## config.mk

```make
export PLATFORM = sky130hd
export DESIGN_NAME = pulse_peak_detector
export DESIGN_NICKNAME = d
export VERILOG_FILES = /design/src/rtl/pulse_pkg.sv /design/src/rtl/sat_counter.sv /design/src/rtl/pulse_peak_detector.sv
export SDC_FILE = /design/constraint.sdc
export NUM_CORES = 1
export LEC_CHECK = 0
export BUFFER_PORTS_ARGS = -buffer_cell sky130_fd_sc_hd__buf_2
export CORE_AREA = 4 4 156 158
export DETAILED_ROUTE_END_ITERATION = 7
export DIE_AREA = 0 0 160 162
export PLACE_DENSITY = 0.61
export SLEW_MARGIN = 40
export SYNTH_ARGS = -nofsm -noshare
export SYNTH_HDL_FRONTEND = slang
export SYNTH_SLANG_ARGS = --single-unit
```

## constraint.sdc

```tcl
create_clock -name CLK_Filter -period 4.8 [get_ports CLK_Filter]
set_input_delay 0.48 -clock CLK_Filter [delete_from_list [all_inputs] [get_ports CLK_Filter]]
set_output_delay 0.48 -clock CLK_Filter [all_outputs]
set_load 0.01 [all_outputs]
```

## src/rtl/pulse_pkg.sv

```systemverilog
// Shared widths, FSM states and threshold helper for the pulse peak detector.
package pulse_pkg;

  localparam int DATA_W   = 20;
  localparam int PERIOD_W = 16;

  typedef enum logic [1:0] {
    ST_INIT,
    ST_SEEK_MAX,
    ST_SEEK_MIN
  } state_e;

  // hi - lo >= thr, evaluated one bit wider so a negative difference never wraps
  function automatic logic diff_ge(
    input logic [DATA_W-1:0] hi,
    input logic [DATA_W-1:0] lo,
    input logic [DATA_W:0]   thr
  );
    logic [DATA_W:0] d;
    d = {1'b0, hi} - {1'b0, lo};
    return !d[DATA_W] && (d >= thr);
  endfunction

endpackage

```

## src/rtl/sat_counter.sv

```systemverilog
// Sample interval counter: counts enabled samples, loadable, saturates at MAX.
module sat_counter
  import pulse_pkg::*;
#(
  parameter logic [PERIOD_W-1:0] MAX = '1
) (
  input  logic                CLK_Filter,
  input  logic                rst_n,
  input  logic                en_i,
  input  logic                load_i,
  input  logic [PERIOD_W:0]   load_val_i,
  output logic [PERIOD_W-1:0] cnt_o,
  output logic                sat_o
);

  logic [PERIOD_W-1:0] cnt_q;
  logic [PERIOD_W-1:0] cnt_d;
  logic [PERIOD_W:0]   raw;

  always_comb begin
    raw   = load_i ? load_val_i
                   : {1'b0, cnt_q} + (PERIOD_W+1)'(1);
    cnt_d = cnt_q;
    if (en_i) begin
      cnt_d = (raw >= {1'b0, MAX}) ? MAX : raw[PERIOD_W-1:0];
    end
  end

  always_ff @(posedge CLK_Filter or posedge rst_n) begin
    if (rst_n) begin
      cnt_q <= '0;
    end else begin
      cnt_q <= cnt_d;
    end
  end

  assign cnt_o = cnt_q;
  assign sat_o = en_i && !load_i && (cnt_d == MAX);

endmodule

```

## src/rtl/pulse_peak_detector.sv

```systemverilog
// Hysteresis peak/trough tracker producing beat period and amplitude strobes.
module pulse_peak_detector
  import pulse_pkg::*;
#(
  parameter int unsigned HYST       = 1024,
  parameter int unsigned MIN_PERIOD = 50,
  parameter int unsigned MAX_PERIOD = 65535
) (
  input  logic                CLK_Filter,
  input  logic                rst_n,
  input  logic                sample_en,
  input  logic [DATA_W-1:0]   Filt_In,
  output logic                beat_valid,
  output logic [PERIOD_W-1:0] beat_period,
  output logic [DATA_W-1:0]   beat_amplitude,
  output logic                timeout
);

  localparam logic [DATA_W:0]     HYST_T = HYST[DATA_W:0];
  localparam logic [PERIOD_W-1:0] MIN_P  = MIN_PERIOD[PERIOD_W-1:0];
  localparam logic [PERIOD_W-1:0] MAX_P  = MAX_PERIOD[PERIOD_W-1:0];

  state_e              state_q, state_d;
  logic [DATA_W-1:0]   cur_max_q, cur_max_d;
  logic [DATA_W-1:0]   cur_min_q, cur_min_d;
  logic [PERIOD_W-1:0] at_max_q, at_max_d;
  logic                prev_q, prev_d;
  logic                valid_q, valid_d;
  logic [PERIOD_W-1:0] period_q, period_d;
  logic [DATA_W-1:0]   amp_q, amp_d;
  logic                tmo_q, tmo_d;

  logic                conf;
  logic                rebase;
  logic                cnt_sat;
  logic [PERIOD_W-1:0] cnt;
  logic [PERIOD_W:0]   rebase_val;

  // next sample's index measured from the peak just confirmed
  assign rebase_val = {1'b0, cnt} - {1'b0, at_max_q}
                    + (PERIOD_W+1)'(1);

  sat_counter #(
    .MAX (MAX_P)
  ) u_cnt (
    .CLK_Filter (CLK_Filter),
    .rst_n      (rst_n),
    .en_i       (sample_en),
    .load_i     (rebase),
    .load_val_i (rebase_val),
    .cnt_o      (cnt),
    .sat_o      (cnt_sat)
  );

  always_comb begin
    state_d   = state_q;
    cur_max_d = cur_max_q;
    cur_min_d = cur_min_q;
    at_max_d  = at_max_q;
    prev_d    = prev_q;
    valid_d   = 1'b0;
    period_d  = period_q;
    amp_d     = amp_q;
    tmo_d     = tmo_q;
    conf      = 1'b0;
    rebase    = 1'b0;
    if (sample_en) begin
      unique case (state_q)
        ST_INIT: begin
          cur_max_d = Filt_In;
          cur_min_d = Filt_In;
          at_max_d  = cnt;
          state_d   = ST_SEEK_MAX;
        end
        ST_SEEK_MAX: begin
          if (Filt_In > cur_max_q) begin
            cur_max_d = Filt_In;
            at_max_d  = cnt;
          end else if (diff_ge(cur_max_q, Filt_In, HYST_T)) begin
            conf      = 1'b1;
            cur_min_d = Filt_In;
            state_d   = ST_SEEK_MIN;
            if (!prev_q) begin
              prev_d = 1'b1;
              rebase = 1'b1;
              tmo_d  = 1'b0;
            end else if (at_max_q >= MIN_P) begin
              valid_d  = 1'b1;
              period_d = at_max_q;
              amp_d    = cur_max_q - cur_min_q;
              rebase   = 1'b1;
            end
          end
        end
        ST_SEEK_MIN: begin
          if (Filt_In < cur_min_q) begin
            cur_min_d = Filt_In;
          end else if (diff_ge(Filt_In, cur_min_q, HYST_T)) begin
            cur_max_d = Filt_In;
            at_max_d  = cnt;
            state_d   = ST_SEEK_MAX;
          end
        end
        default: state_d = ST_INIT;
      endcase
      if (cnt_sat && !conf) begin
        tmo_d  = 1'b1;
        prev_d = 1'b0;
      end
    end
  end

  always_ff @(posedge CLK_Filter or posedge rst_n) begin
    if (rst_n) begin
      state_q   <= ST_INIT;
      cur_max_q <= '0;
      cur_min_q <= '0;
      at_max_q  <= '0;
      prev_q    <= 1'b0;
      valid_q   <= 1'b0;
      period_q  <= '0;
      amp_q     <= '0;
      tmo_q     <= 1'b0;
    end else begin
      state_q   <= state_d;
      cur_max_q <= cur_max_d;
      cur_min_q <= cur_min_d;
      at_max_q  <= at_max_d;
      prev_q    <= prev_d;
      valid_q   <= valid_d;
      period_q  <= period_d;
      amp_q     <= amp_d;
      tmo_q     <= tmo_d;
    end
  end

  assign beat_valid     = valid_q;
  assign beat_period    = period_q;
  assign beat_amplitude = amp_q;
  assign timeout        = tmo_q;

endmodule

```

==> qor.yml <==
run_status:
  outcome: "finished clean"
timing:
  timing.final.crit_share: 0.924
  skew_ps: 12.2
  slew_violations: 0
  rsz0062_at_grt: "no"
  tightest_slew_ps: 832
  fmax_mhz: 226
  fin_tns_setup_ps: 0
  slew_headroom: 0.444
  final-hold-violation-count: 0
  layout_min_cycle_time_ps: 4430
  finalSetupViolations: 0
  hold_ws_ps: 139
drt:
  ant_nets: 0
  dr.pass1.iters: 5
  route.detailed.drc: 0
  dr.first_iter.drc_count: 406
  wl_per_cell_um: 16.2
  routed_wl_mm: 21.0
  vias: 6950
  avgViaCountPerCell: 5.38
finish:
  final_area_um2: 9600
  antenna_cells: 0
  fin_nets: 1108
  fillers: 2302
  syn_to_final_growth_pct: 13.8
  drive_above_1_share: 0.148
  stdcell_count: 1293
synth:
  synth-edff-count: 0
  synth_compound_area_frac: 0.192
  synth_common_cells: "dfrtp_1 (113), ha_1 (91), inv_1 (90)"
  synth_top_family_by_area: "compound AO/OA/AOI/OAI gates"
  ys_seq_area_frac: 0.335
  synthMuxAreaShare: 0.0874
  synth_largest_area_cell: "dfrtp_1"
  synth_area_leaders: "dfrtp_1 (34%), ha_1 (14%), o21ai_0 (4.3%)"
  yosysMostFrequentCell: "dfrtp_1"
  ys_ff_latch: 113
  yosysTopAreaCellShare: 0.335
  synth_flop_cell: "dfrtp_1"
  ys_warn_count: 0
  synth_area_um2: 8430
  syn_inst: 928
  synthDistinctLibCells: 70
  syn_nets: 1046
  postSynth.asyncResetShare: 1.00
  synth.avg_cell_area_um2: 9.08
  synthAdderAreaFrac: 0.145
  synth-simple-area-share: 0.148
  synth_xor_xnor_area_share: 0.0374
die:
  core_area_um2: 23100
  rows: 56
  die_height_um: 162
  dieWidth_um: 160
  initial_core_util: 0.365
  io_pins: 61
  die_area_um2: 25900
worst_setup_path:
  path_cells: "inv_1 -> ha_1 -> inv_1 -> ha_1 -> fa_1 -> a211oi_1 -> o21ai_0 -> a2111oi_1 -> o21bai_1 -> o31ai_1 -> xnor2_1 -> nand4_1 -> or4_1 -> or4b_2 -> o22ai_1 -> a21oi_1"
  cp_max_fo: 11
  cp_slowest_stage_delay_ps: 770
  crit_type: "reg2reg"
  crit_slowest_cell: "or4b_2"
  regToRegSetupSlack_ps: 370
  cp.required_ps: 5100
  start_kind: "flip-flop"
  reg2regPathDepth: 16
  worst_setup_path_end_kind: "flip-flop"
  r2r-end: "u_cnt.cnt_o[10]$_DFF_PP0_"
  critPathArrivalTime_ps: 4730
  reg2reg_from: "u_cnt.cnt_o[1]$_DFF_PP0_"
grt:
  grt_pass1_wl_mm: 35.2
  grt_usage: 0.167
  grt_overflow: 0
  grt_max_degree: 81
  first_global_vias: 6971
  antenna_found_initial: 0
power:
  pwr_density_cell_nw_per_um2: 832
  p_switching_mw: 3.73
  combPwrFrac: 0.636
  vdd_drop_max_mv: 0.347
  seqPwrFrac: 0.215
  leakage_nw: 4.60
  clkPwrFrac: 0.149
  netSwitchingFraction: 0.467
  p_int_mw: 4.26
clock_tree:
  cts_root_buf: "clkbuf_16"
  cts_tree: "built"
  postCtsSetupBuffers: 0
  clk_latency_ps: 420
  h-tree-depth: 4
  numCtsBuffers: 17
  cts.clk_slew.worst_paths_ps: 60
  clock_path_buffers: 2
  cts.sink_count: 113
hold_path:
  hold_path.class: "in2async"
place:
  portBuffers: 60
  gp_congestion: 0.896
  dpl-instance-area_um2: 9040
  placed_cells: 1261
  dpl.hpwl_mm: 16.3
flow_run:
  max_cap_viol_count: 0
routing by layer:
metal,routed length (um),up-vias,track usage
met5,0,-,0
met4,340,0,0.0450
met3,613,23,0.0320
met2,10100,111,0.284
met1,9990,3339,0.219
li1,-,3477,-
registers in the layout, summed over array words and instances (netlist names):
name / count
beat_amplitude: 20
cur_max_q: 20
cur_min_q: 20
at_max_q: 16
beat_period: 16
u_cnt.cnt_o: 16
state_q: 2
beat_valid: 1
prev_q: 1
timeout: 1
layout by cell type, fill, tap and decap left out, types with 6 or more instances in the layout:
cell,instances
dfrtp_1,113
ha_1,91
inv_1,89
nand2_1,72
o21ai_0,72
nor2_1,65
buf_2,60
a21oi_1,58
mux2i_1,32
xnor2_1,23
nand3_1,21
mux2_4,21
nor3_1,19
a211oi_1,19
clkbuf_16,17
o21a_1,16
nand4_1,13
xor2_1,13
a21o_1,12
and3_1,10
nor2b_1,9
nand2b_1,8
mux2_2,8
or2_2,8
a31oi_1,7
or3_1,7
o31ai_1,7
o21bai_1,7
o22ai_1,6
metrics by stage:
step                utilization  total power [mW]  setup slack, ps
floorplan                     -              5.57              882
global placement          0.391              6.75              378
detailed placement        0.391              6.79              341
CTS                       0.415              8.04              308
global route              0.415              8.76             49.5
finish                    0.415              7.98              367
how the worst max path moves through the flow:
stage | endpoint | startpoint | slack [ps]
4_1_cts | u_cnt.cnt_o[10]$_DFF_PP0_ | u_cnt.cnt_o[1]$_DFF_PP0_ | 310
6_report | u_cnt.cnt_o[10]$_DFF_PP0_ | u_cnt.cnt_o[1]$_DFF_PP0_ | 370
2_1_floorplan | u_cnt.cnt_o[10]$_DFF_PP0_ | u_cnt.cnt_o[1]$_DFF_PP0_ | 880
3_5_place_dp | u_cnt.cnt_o[2]$_DFF_PP0_ | u_cnt.cnt_o[1]$_DFF_PP0_ | 340
3_3_place_gp | cur_max_q[11]$_DFFE_PP0P_ | Filt_In[4] | 380
5_1_grt | u_cnt.cnt_o[2]$_DFF_PP0_ | u_cnt.cnt_o[1]$_DFF_PP0_ | 50
worst max-delay path: cells and delay by family (launching register included):
kind	cells	cell delay, ps
compound gates	7	1730
flops	1	410
fa+ha+maj	3	930
xor+xnor	1	140
simple gates	3	990
buf+inv	2	120
power groups by stage:
stage	registers [mW]	logic [mW]	clock network (mW)
4_1_cts	1.72	5.09	1.23
5_1_grt	1.78	5.71	1.27
2_1_floorplan	1.71	3.85	0
3_5_place_dp	1.73	5.06	0
3_3_place_gp	1.72	5.03	0
6_report	1.72	5.08	1.19
cell type report:
type / count / area [um2] / area share
multi-input combinational: 702 / 5150 / 0.537
clock inverter: 15 / 128 / 0.0133
sequential: 113 / 2830 / 0.295
clock buffer: 17 / 425 / 0.0443
tap: 290 / 363 / 0.0378
inverter: 90 / 345 / 0.0360
timing repair buffer: 66 / 358 / 0.0373
cells by family after synthesis:
group,Yosys count
fa+ha+maj,95
mux,62
flops,113
simple gates,255
buf+inv,113
xor+xnor,36
compound gates,254
timing repair:
action | in CTS | in global routing
endpoints found under the setup margin | 0 | 6
hold buffers | 0 | 0
gates resized for setup | 0 | 1
(Power assumes the default switching activity.)
